===== config.mk =====
export PLATFORM = sky130hd
export DESIGN_NAME = fetch_unit_pq
export DESIGN_NICKNAME = d
export VERILOG_FILES = /design/src/rtl/fetch_unit_pq.sv
export SDC_FILE = /design/constraint.sdc
export NUM_CORES = 1
export LEC_CHECK = 0
export CAP_MARGIN = 20
export CORE_MARGIN = 2
export CORE_UTILIZATION = 45
export CTS_CLUSTER_SIZE = 40
export DETAILED_ROUTE_END_ITERATION = 10
export PLACE_DENSITY = 0.65
export SYNTH_ARGS = -nofsm -noshare
export SYNTH_HDL_FRONTEND = slang
export SYNTH_SLANG_ARGS = --single-unit

===== constraint.sdc =====
create_clock -name clk -period 9.3 [get_ports clk]
set_input_delay 1.86 -clock clk [delete_from_list [all_inputs] [get_ports clk]]
set_output_delay 1.86 -clock clk [all_outputs]
set_load 0.02 [all_outputs]

===== src/rtl/fetch_unit_pq.sv =====
`default_nettype none
// ============================================================================
// Module   : fetch_unit_pq
// Brief    : Instruction fetch with prefetch queue, valid/ready memory port and
//            redirect flush that drops stale in-flight responses.
// Revision : 1.0 - initial release
// ============================================================================
module fetch_unit_pq #(
   parameter int              XLEN      = 32,
   parameter int              DEPTH     = 4,
   parameter int              MAX_OUTST = 2,
   parameter logic [XLEN-1:0] RESET_PC  = '0
) (
   input  logic            clk,
   input  logic            reset,
   output logic            imem_req_valid,
   input  logic            imem_req_ready,
   output logic [XLEN-1:0] imem_req_addr,
   input  logic            imem_rsp_valid,
   input  logic [XLEN-1:0] imem_rsp_data,
   input  logic            redirect_valid,
   input  logic [XLEN-1:0] redirect_pc,
   output logic            instr_valid,
   input  logic            instr_ready,
   output logic [XLEN-1:0] instr_data,
   output logic [XLEN-1:0] instr_pc,
   output logic [XLEN-1:0] instr_pc_plus4
);
   localparam int c_PW = $clog2(DEPTH);
   localparam int c_CW = $clog2(MAX_OUTST + 1);
   localparam logic [c_PW:0] c_PTR_ONE = 1;

   // Pointers carry one extra wrap bit so full and empty are distinguishable
   logic [c_PW:0]   r_alloc, r_fill, r_head;
   logic [XLEN-1:0] r_fetchPc;
   logic [c_CW-1:0] r_discard;
   logic [XLEN-1:0] r_pcMem   [DEPTH];
   logic [XLEN-1:0] r_dataMem [DEPTH];

   logic [c_PW:0]   w_inflight, w_occupancy;
   logic [31:0]     w_outst;
   logic            w_reqFire, w_rspTake, w_rspWrite, w_pop, w_headValid;
   logic [XLEN-1:0] w_redirTarget;
   logic [c_CW-1:0] w_redirDiscard;

   assign w_inflight  = r_alloc - r_fill;
   assign w_occupancy = r_alloc - r_head;
   assign w_outst     = 32'(w_inflight) + 32'(r_discard);
   assign w_headValid = (r_fill != r_head);

   assign imem_req_valid = !reset && !redirect_valid
                           && (32'(w_occupancy) < 32'(DEPTH))
                           && (w_outst < 32'(MAX_OUTST));
   assign imem_req_addr  = r_fetchPc;
   assign w_reqFire      = imem_req_valid && imem_req_ready;

   // A response with nothing outstanding is a protocol error and is ignored
   assign w_rspTake  = imem_rsp_valid && (w_outst != 32'd0);
   assign w_rspWrite = w_rspTake && (r_discard == '0);
   assign w_pop      = w_headValid && instr_ready && !redirect_valid;

   assign w_redirTarget  = redirect_pc & ~XLEN'(3);
   // Everything still in flight becomes stale; a same-cycle response retires one
   assign w_redirDiscard = r_discard + c_CW'(w_inflight) - c_CW'(w_rspTake);

   always_ff @(posedge clk or posedge reset) begin
      if (reset) begin
         r_alloc   <= '0;
         r_fill    <= '0;
         r_head    <= '0;
         r_fetchPc <= RESET_PC;
         r_discard <= '0;
      end else if (redirect_valid) begin
         r_alloc   <= '0;
         r_fill    <= '0;
         r_head    <= '0;
         r_fetchPc <= w_redirTarget;
         r_discard <= w_redirDiscard;
      end else begin
         if (w_reqFire) begin
            r_alloc   <= r_alloc + c_PTR_ONE;
            r_fetchPc <= r_fetchPc + XLEN'(4);
         end
         if (w_rspTake) begin
            if (r_discard != '0)
               r_discard <= r_discard - 1'b1;
            else
               r_fill <= r_fill + c_PTR_ONE;
         end
         if (w_pop)
            r_head <= r_head + c_PTR_ONE;
      end
   end

   always_ff @(posedge clk) begin
      if (w_reqFire)
         r_pcMem[r_alloc[c_PW-1:0]] <= r_fetchPc;
      if (w_rspWrite && !redirect_valid)
         r_dataMem[r_fill[c_PW-1:0]] <= imem_rsp_data;
   end

   assign instr_valid    = w_headValid;
   assign instr_data     = w_headValid ? r_dataMem[r_head[c_PW-1:0]] : '0;
   assign instr_pc       = w_headValid ? r_pcMem[r_head[c_PW-1:0]] : '0;
   assign instr_pc_plus4 = w_headValid ? (r_pcMem[r_head[c_PW-1:0]] + XLEN'(4)) : '0;

endmodule
`default_nettype wire


After elaboration in Yosys (flattened, before gate mapping)
Memory sizes are Yosys's and may differ from the RTL's.
Cells that the tools add are included.
- register bits after elaboration: 43
- RAM bits: 256
- bits of input ports: 70
- output and inout port bits: 130
- word-level logic and storage cells: 61
- memories: 2
- $add $sub $neg: 11
- order comparisons: 2
- equal/unequal tests: 2
- multiplexer cells: 19
- reductions and logical operators: 20
- memories (memory ; words ; width ; read ports ; clocked after memory_dff ; write ports ; line ; RTL):
    r_dataMem ; 4 ; 32 ; 1 ; 0 ; 1 ; 38 ; logic [XLEN-1:0] r_dataMem [DEPTH];
    r_pcMem ; 4 ; 32 ; 1 ; 0 ; 1 ; 37 ; logic [XLEN-1:0] r_pcMem [DEPTH];
- operators by type and width (kind ; number):
    2-to-1 mux 32 bit ; 5
    adder 32 x 3 -> 32 bit (second input constant) ; 2
    nonzero test 32 bit ; 1
    2-to-1 mux 3 bit ; 7
    nonzero test 2 bit ; 5
    adder 3 x 1 -> 3 bit (second input constant) ; 3
    logical AND 1 bit ; 9
    2-to-1 mux 2 bit ; 3
    subtractor 3 bit ; 2
    adder 3 x 2 -> 4 bit ; 1
    less-than comparator 4 x 2 -> 1 bit (second input constant) ; 1
    2-to-1 mux 1 bit ; 4
    AND reduction 2 bit ; 2
    less-than comparator 3 bit (second input constant) ; 1
    != test 3 bit ; 1
    adder 2 bit ; 1
    logical NOT 1 bit ; 2
    logical NOT 2 bit ; 1
    != test 2 bit (second input constant) ; 1
    subtractor 2 x 1 -> 2 bit ; 1
    subtractor 2 x 1 -> 2 bit (second input constant) ; 1

Logic depth before layout (Yosys ltp)
Gate-level depths: netlist of the first run.
- depth after elaboration: 8
- depth in mapped cells: 14
- depth with buffers taken out: 14

Worst setup path before layout of the first run
No wires, ideal clock.
- path kind: input to output
- from: input redirect_valid
- to: output imem_req_valid
- arrival time: 2758 ps
- data required time: 7440 ps
- setup slack: 4682 ps
- stages: 3
- path buffers: 1
- path through: clkbuf_1 -> nor3_1 -> and3_1
- longest elaborated chain between the ends: 4
- RTL lines (item ; line ; RTL):
    start, declared ; 21 ; input logic redirect_valid,
    logical NOT 1 bit ; 51 ; assign imem_req_valid = !reset && !redirect_valid
    logical AND 1 bit ; 51 ;
    logical AND 1 bit ; 52 ; && (32'(w_occupancy) < 32'(DEPTH))
    logical AND 1 bit ; 53 ; && (w_outst < 32'(MAX_OUTST));
    end, declared ; 16 ; output logic imem_req_valid,
No other way between the ends.

Worst setup path after layout of the first run
- from: register r_head[1]
- to: output instr_pc_plus4[25]
- longest elaborated chain between the ends: 3
- elaborated cells between the ends (all ways): 4
- those cells by class: add/sub (1); eq/ne (1); mux (1); memory (1)
- RTL lines (item ; line ; RTL):
    start, declared ; 34 ; logic [c_PW:0] r_alloc, r_fill, r_head;
    start signal, assigned ; 91 ; r_head <= r_head + c_PTR_ONE;
    memory read (4 x 32 bit) ; n/a ;
    adder 32 x 3 -> 32 bit ; 105 ; assign instr_pc_plus4 = w_headValid ? (r_pcMem[r_head[c_PW-1:0]] + XLEN'(4)) : '0;
    2-to-1 mux 32 bit (*) ; 105 ;
    end, declared ; 27 ; output logic [XLEN-1:0] instr_pc_plus4
Every way passes the cells marked *; elsewhere a longest branch is shown, timed or not.

==> run metrics, run 1 <==
status=finished clean; CP required=between 7 and 8 ns; largest net degree at the start of global routing=94; routed wire length=27700 microns; EDFF count, synth=between 200 and 250; clock root cell=clkbuf_16; Hold Crit Depth=1; synthesized instance count=830; setup TNS=0 ns; WHS Endpoint=r_alloc[0]; FP Rows=a little over 60; initial DRC count=547; CTS tree=built; vias in the first global route=7472; post-synthesis async set-or-reset flop share=between 10% and 20%; Mapped Area=~13000 sq um; Netlist cell types=53; r2r setup slk=roughly 4.7 ns; max-cap check violation count=0; share of layout cells above drive strength 1=12.6%; # Post-CTS Setup Buffers=0; Synth Warn #=0; initial core utilization=a little under half; minimum clock period=~6.3 ns; dpl cell area=approximately 15000 sq um; post-CTS sizing=0; ys flop type=edfxtp_1; most frequent cells in the layout=edfxtp_1 (248), clkdlybuf4s50_1 (191), nor2_1 (66); final antenna-violating net count=0; post-route cell area=roughly 16000 sq um; unrepaired setup endpoints after global routing=false; Die Y=about 170 microns; clock sinks=roughly 290; most common cell after layout, fill and taps aside=edfxtp_1; Reg clk slew, reported paths=around 0.06 ns; cts-stage hold buffer count=0; die area=between 30000 and 40000 sq um; Routability Congestion=0.800; Finish-stage setup viols=0; total track usage=between 15 and 20%; drt first pass iters=5; Inserted Clock Buffers=29; Finished Layout Cells=approximately 1400; clk_lat worst skew=0.54 ns; post-synthesis sequential area ratio=65.4%; WL/cell=a little under 20 microns; worst r2r dst=r_pcMem[3][16]; Slew headroom=a little under a third; Vias/cell=around 5.4; Die Wd=roughly 170 microns; boundary pin count=200; net load switching power=1.65 mW; Core ar.=between 20000 and 30000 sq um; Reg2Reg Launch Point=r_head[1]; CP Max Fanout=34; Finished Core Util=56.4%; flops & latches, synth=~290; Syn-to-layout area delta=24.3%; total leakage power=about 5.3 nW; internal power=~3.1 mW; reg2reg path depth=7; Final Hold Vio Count=0; CTS Buffer Depth=3; DRC Markers=0; period utilisation layout=approximately two thirds; via count=7707; first-pass GRT wire length=roughly 43000 microns; initial antenna violation count=0; placed cells=1372; min-delay worst type=flop to flop; Hold Startpoint=r_alloc[0]; Worst-Margin Slew=1.03 ns; Crit. End Element=output pin; crit path kind=flop to output pin; fmax=between 0.15 and 0.2 GHz; worst vdd ir=0.220 mV; Critical Path Start Type=flop; nets=between 1000 and 1500; htree depth=1; # diodes=0; syn avg cell area=approximately 16 sq um; total gr overflow=0; PortBufs=191; switch share=a little over a third; CP Data Arrival Time=roughly 4.4 ns; pwr dens=just under 300 nW/um^2; Comb pwr share=41.4%; Seq pwr share=35.2%; Clk network pwr share=a little under a quarter; Pins Over Slew Limit=0; Layout Skew=approximately 0.022 ns; DP HPWL=~18000 microns
## area by class of cell
| cell class | instances | area, sq um |
|---|---|---|
| inverters | 19 | 71.3 |
| clock buffers | 33 | 741 |
| clock inverters | 19 | 166 |
| repair buffers | 200 | 1980 |
| fillers | 2357 | 12400 |
| flip-flops and latches | 289 | 8480 |
| multi-input cells | 480 | 4180 |
| well taps | 384 | 480 |
## cells by family after synthesis
| group | after synthesis | synth area share, % |
|---|---|---|
| DFF | 289 | 65.4 |
| adders and majority gates | 20 | 2.05 |
| other | 1 | 0.0290 |
| and+or+nand+nor | 276 | 11.7 |
| muxes | 71 | 11.5 |
| AOI/OAI and AO/OA | 66 | 3.87 |
| buffers and inverters | 66 | 2.47 |
| xor gates and xnor gates | 41 | 2.89 |
## worst max path at each step
stage | slack [ns] | cells past startpoint | end | from
6_report | 3.00 | 8 | instr_pc_plus4[25] | r_head[1]
5_1_grt | 2.68 | 8 | instr_pc_plus4[29] | r_head[1]
4_1_cts | 2.94 | 8 | instr_pc_plus4[15] | r_head[1]
3_5_place_dp | 3.51 | 5 | imem_req_valid | redirect_valid
3_3_place_gp | 3.44 | 8 | instr_pc_plus4[15] | r_head[1]
2_1_floorplan | 4.68 | 3 | imem_req_valid | redirect_valid
## cells in the mapped netlist (3+ instances only)
master | count | area, sq um
a31oi_1 | 10 | 62.6
mux2i_1 | 7 | 70.1
nor2b_1 | 64 | 400
buf_4 | 9 | 67.6
clkbuf_1 | 22 | 82.6
a21o_1 | 7 | 52.6
and2_1 | 10 | 62.6
xor2_1 | 29 | 254
edfxtp_1 | 248 | 7450
ha_1 | 18 | 225
nand3_1 | 25 | 125
or4_1 | 8 | 60.1
buf_6 | 3 | 33.8
inv_1 | 19 | 71.3
xnor2_1 | 11 | 96.3
or3_1 | 4 | 25.0
nand2_1 | 35 | 131
or2_2 | 4 | 25.0
and3_1 | 5 | 31.3
nor4_1 | 7 | 43.8
a21oi_1 | 5 | 25.0
dfrtp_1 | 41 | 1030
nor3_1 | 14 | 70.1
o31ai_1 | 6 | 45.0
buf_2 | 13 | 65.1
nor2_1 | 66 | 248
a221o_1 | 14 | 140
mux4_2 | 61 | 1370
o21ai_0 | 10 | 50.1
o21bai_1 | 5 | 37.5
nand4b_1 | 3 | 26.3
and4_1 | 5 | 43.8
nand4_1 | 17 | 106
## power groups by stage
stage               clock network [mW]  logic (mW)  registers (mW)
CTS                               1.13        2.00            1.67
global route                      1.19        2.12            1.69
global placement                     0        1.98            1.70
detailed placement                   0        1.99            1.70
floorplan                            0        1.24            1.65
finish                            1.11        1.96            1.67
## state kept, by name, summed over array words and instances (netlist names)
name           cells
imem_req_addr     30
r_alloc            3
r_dataMem        128
r_discard          2
r_fill             3
r_head             3
r_pcMem          120
## per-stage QoR
stage	hold slack (ns)	worst slack [ns]	power, mW
global placement	0.581	3.44	3.67
detailed placement	0.589	3.51	3.69
floorplan	0.526	4.68	2.89
global route	0.647	2.68	5.00
finish	0.592	3.00	4.74
CTS	0.597	2.94	4.80
## critical path: stages, from the launching register on
cell and delay (ns):
dfrtp_2 0.93, buf_4 0.56, mux4_2 0.38, nand3_1 0.09, nor2_1 0.78, nand4_1 0.22, xnor2_1 0.17, nor2_1 0.12
clkdlybuf4s50_1 0.63
## layer usage
layer | part of all wire (%) | up-vias | global-route usage (%)
met3 | 4.6 | 31 | 2.41
met1 | 48 | 3899 | 28.2
met2 | 46 | 206 | 27.8
met5 | 0 | - | 0
li1 | - | 3571 | -
met4 | 1.4 | 0 | 3.89
Power figures use the tool's default switching activity.
==> run 2: changes to the inputs <==
- clock period: 9.3 -> 6.3 ns (I/O delays scaled with it)
==> run 2 against run 1 <==
  * Routed wire length hardly changed
  * Clock skew is 0.013 ns lower
  * Global-route usage is 0.067 points higher
  * Die area stayed put
==> run metrics, run 2 (synthesis gave the netlist of run 1 again) <==
Die Wd=between 150 and 200 microns; Core ar.=approximately 29000 sq um; dpl cell area=around 15000 sq um; boundary pin count=200; Finished Layout Cells=between 1000 and 1500; Routability Congestion=0.811; Pins Over Slew Limit=0; vias in the first global route=between 7000 and 8000; DP HPWL=17800 microns; fmax=between 0.15 and 0.2 GHz; CTS Buffer Depth=3; pre-CTS setup slack=~1.6 ns; CTS tree=built; final antenna-violating net count=0; via count=slightly below 8000; worst vdd ir=roughly 0.35 mV; clock sinks=289; post-route setup slack=approximately 1.1 ns; minimum clock period=just over 5 ns; Syn-to-layout area delta=25.1%; initial core utilization=a little under half; Inserted Clock Buffers=30; share of layout cells above drive strength 1=13.1%; most common cell after layout, fill and taps aside=edfxtp_1; net load switching power=approximately 2.5 mW; Reg2Reg Launch Point=r_alloc[0]; nets=about 1100; CP Data Arrival Time=between 3 and 4 ns; Vias/cell=roughly 5.4; CP required=between 5 and 6 ns; worst r2r dst=r_pcMem[3][18]; max-cap check violation count=0; DRC Markers=0; max reg flops=roughly 130; reg2reg path depth=9; # Post-CTS Setup Buffers=0; Crit. End Element=output pin; drt first pass iters=5; worst-path cell chain=mux4_2 -> nand2_1 -> nor2_1 -> nand4_1 -> xnor2_1 -> nor2_1 -> clkdlybuf4s50_1; Final Hold Vio Count=0; WHS Endpoint=r_alloc[0]; internal power=~4.6 mW; routed wire length=27700 microns; unrepaired setup endpoints after global routing=false; Crit path buffers/inverters=1; FP Rows=62; setup TNS=0 ns; initial DRC count=about 550; clock root cell=clkbuf_16; cts-stage hold buffer count=0; total leakage power=roughly 5.3 nW; CP max stage cell=dfrtp_4; total track usage=between 10% and 20%; Slew headroom=between 30% and 40%; CP Max Fanout=38; WL/cell=slightly below 20 microns; cell family with most CP delay=simple AND/OR/NAND/NOR gates; Die Y=around 170 microns; Hold Startpoint=r_alloc[0]; placed cells=1377; PortBufs=~190; first-pass GRT wire length=approximately 43000 microns; critical path's largest stage delay=around 0.90 ns; Hold Crit Depth=1; htree depth=1; Layout Skew=0.00955 ns; period utilisation layout=82.3%; CP most frequent cell=nor2_1; total chip power=7.09 mW; status=finished clean; Reg clk slew, reported paths=around 0.060 ns; most frequent cells in the layout=edfxtp_1 (248), clkdlybuf4s50_1 (191), nor2_1 (66); Finish-stage setup viols=0; Worst-Margin Slew=about 1.0 ns; die area=30100 sq um; crit path kind=flop to output pin; r2r setup slk=roughly 2.1 ns; Clk network pwr share=~24%; initial antenna violation count=0; largest net degree at the start of global routing=94; post-CTS sizing=0; Critical Path Start Type=flop; pwr dens=438 nW/um^2; total gr overflow=0; post-route cell area=between 15000 and 20000 sq um; # fillers=between 2000 and 2500; clk_lat worst skew=0.54 ns; switch share=34.8%; Seq pwr share=34.8%; min-delay worst type=flop to flop; Comb pwr share=between 40% and 50%
-- run 2: final cells by class --
type	instances	area [sq um]	area share (%)
repair buffers	205	2030	12.5
diodes	1	2.50	0.0154
clock inverters	16	183	1.13
inverters	19	71.3	0.440
flip-flops and latches	289	8480	52.3
multi-input cells	480	4180	25.8
well taps	384	480	2.97
clock buffers	37	777	4.80
-- run 2: how the worst max path moves through the flow --
stage                           from            endpoint  slack [ns]  cells after the start
after detailed placement   r_head[0]  instr_pc_plus4[25]        1.59                      7
after floorplan           r_alloc[0]      r_pcMem[0][10]        2.37                     10
after CTS                  r_head[0]  instr_pc_plus4[25]        1.02                      7
after global placement     r_head[0]  instr_pc_plus4[15]        1.57                      7
after global routing       r_head[0]  instr_pc_plus4[15]        0.82                      7
final                      r_head[0]  instr_pc_plus4[25]        1.12                      7
-- run 2: stage by stage --
stage                     utilization [%]  hold WS [ns]
final                                56.7         0.583
after global routing                 56.7         0.610
after CTS                            56.7         0.593
after detailed placement             53.4         0.584
after global placement               53.4         0.580
after floorplan                         -         0.526
-- run 2: power groups by stage --
stage               sequential (mW)  combinational, mW  clock (mW)
global route                   2.50               3.15        1.83
global placement               2.51               2.93           0
detailed placement             2.51               2.95           0
floorplan                      2.43               1.83           0
CTS                            2.47               2.96        1.75
finish                         2.47               2.92        1.71
-- run 2: routing by layer --
layer | global-route usage [%] | wire length, microns | vias up
met5 | 0 | 0 | -
met3 | 2.76 | 1800 | 32
met1 | 28.4 | 13200 | 3823
met4 | 3.54 | 368 | 0
li1 | - | - | 3580
met2 | 27.7 | 12300 | 258
==> run 3: changes to the inputs <==
- clock period: 6.3 -> 4.8 ns (I/O delays scaled with it)
==> run 3 against run 2 <==
  * Worst setup slack lost 0.86 ns
  * Die area is the same
  * Clock skew grew 0.018 ns
  * Critical path type unchanged
  * Critical endpoint unchanged
==> run metrics, run 3 (synthesis gave the netlist of run 1 again) <==
first-pass GRT wire length=approximately 44000 microns; Pins Over Slew Limit=0; clock sinks=289; reg2reg path depth=10; final antenna-violating net count=0; min-delay worst type=flop to flop; share of layout cells above drive strength 1=between 10% and 20%; Reg clk slew, reported paths=approximately 0.060 ns; CTS tree=built; Worst-Margin Slew=around 0.91 ns; max-cap check violation count=0; met3 global-route usage=approximately 3.2%; Slew headroom=approximately two fifths; Hold Crit Depth=1; Crit. End Element=output pin; total leakage power=between 5 and 6 nW; worst vdd ir=0.491 mV; CP required=between 3 and 4 ns; met2 Use GR=approximately 29%; routed wire length=roughly 28000 microns; post-route cell area=~16000 sq um; # fillers=2298; worst r2r dst=imem_req_addr[11]; largest net degree at the start of global routing=between 90 and 100; initial antenna violation count=0; Inserted Clock Buffers=28; Die Y=approximately 170 microns; htree depth=1; Routability Congestion=0.800; GRT busiest layer=met2; Critical Path Start Type=flop; via count=7698; Reg2Reg Launch Point=r_alloc[0]; total gr overflow=0; dpl cell area=roughly 15000 sq um; PortBufs=~190; status=finished clean; DRC Markers=0; max reg flops=128; initial core utilization=45.3%; fmax=0.220 GHz; Final Hold Vio Count=0; unrepaired setup endpoints after global routing=false; most common cell after layout, fill and taps aside=edfxtp_1; clock root cell=clkbuf_16; Hold Startpoint=r_alloc[0]; Die Wd=between 150 and 200 microns; pwr dens=between 500 and 600 nW/um^2; clk_lat worst skew=~0.55 ns; CP Data Arrival Time=3.59 ns; boundary pin count=200; r2r setup slk=a little over 1 ns; setup TNS=0 ns; WL/cell=between 15 and 20 microns; minimum clock period=4.55 ns; DP HPWL=between 15000 and 20000 microns; CTS Buffer Depth=3; Core ar.=around 29000 sq um; crit path kind=flop to output pin; period utilisation layout=a little over nine tenths; Vias/cell=between 5 and 6; Layout Skew=roughly 0.028 ns; initial DRC count=around 570; FP Rows=62; die area=approximately 30000 sq um; met1 usage=27.5%; total track usage=between 10% and 20%; Finish-stage setup viols=0; CP Max Fanout=22; most frequent cells in the layout=edfxtp_1 (248), clkdlybuf4s50_1 (191), nor2_1 (66); nets=1123; Syn-to-layout area delta=25.8%; WHS Endpoint=r_alloc[0]; vias in the first global route=approximately 7600; drt first pass iters=5
run 3: metrics by stage:
| stage | utilization [%] | hold slack (ns) | cells | worst slack (ns) | total power [mW] |
|---|---|---|---|---|---|
| 6_report | 57.1 | 0.596 | 1440 | 0.252 | 9.37 |
| 5_1_grt | 57.1 | 0.631 | 1439 | 0.0446 | 9.83 |
| 4_1_cts | 57.0 | 0.595 | 1438 | 0.104 | 9.49 |
| 3_5_place_dp | 53.7 | 0.587 | 1386 | 0.666 | 7.21 |
| 3_3_place_gp | 53.7 | 0.576 | 1386 | 0.683 | 7.17 |
| 2_1_floorplan | - | 0.526 | 835 | 0.868 | 5.60 |
run 3: what timing repair did:
item | CTS | global route
hold buffers | 0 | 0
buffers inserted | 0 | 1
gates resized for setup | 0 | 1
endpoints found under the setup margin | 0 | 4
run 3: worst max-delay path by stage:
stage / startpoint / endpoint
6_report: r_head[0] / instr_pc_plus4[25]
5_1_grt: r_head[0] / instr_pc_plus4[31]
4_1_cts: r_head[0] / instr_pc_plus4[25]
3_5_place_dp: r_head[0] / instr_pc_plus4[25]
3_3_place_gp: r_head[0] / instr_pc_plus4[25]
2_1_floorplan: r_alloc[0] / r_pcMem[0][10]
run 3: critical path: stages, from the launching register on:
cell and delay [ns]:
dfrtp_4 0.70, mux4_1 0.73, and4_1 0.28, and2_0 0.31
nand4_1 0.18, xnor2_1 0.07, nor2_1 0.15, clkdlybuf4s50_1 0.62
run 3: area by class of cell:
cell class	count	area [sq um]	share of cell area (%)
Inverter	19	71.3	0.438
Multi-Input combinational cell	480	4180	25.6
Clock buffer	37	744	4.57
Tap cell	384	480	2.95
Clock inverter	15	216	1.33
Antenna cell	1	2.50	0.0154
Timing Repair Buffer	215	2120	13.0
Sequential cell	289	8480	52.0
run 3: where the power goes:
group	switching, mW	total (mW)	internal [mW]
logic	2.08	3.89	1.81
registers	0.239	3.21	2.97
clock network	0.910	2.27	1.36
total	3.23	9.37	6.14
run 3: layer usage:
metal	up-vias	part of all wire [%]
li1	3599	-
met1	3859	47
met2	212	46
met3	28	5.8
met4	0	1.4
met5	-	0
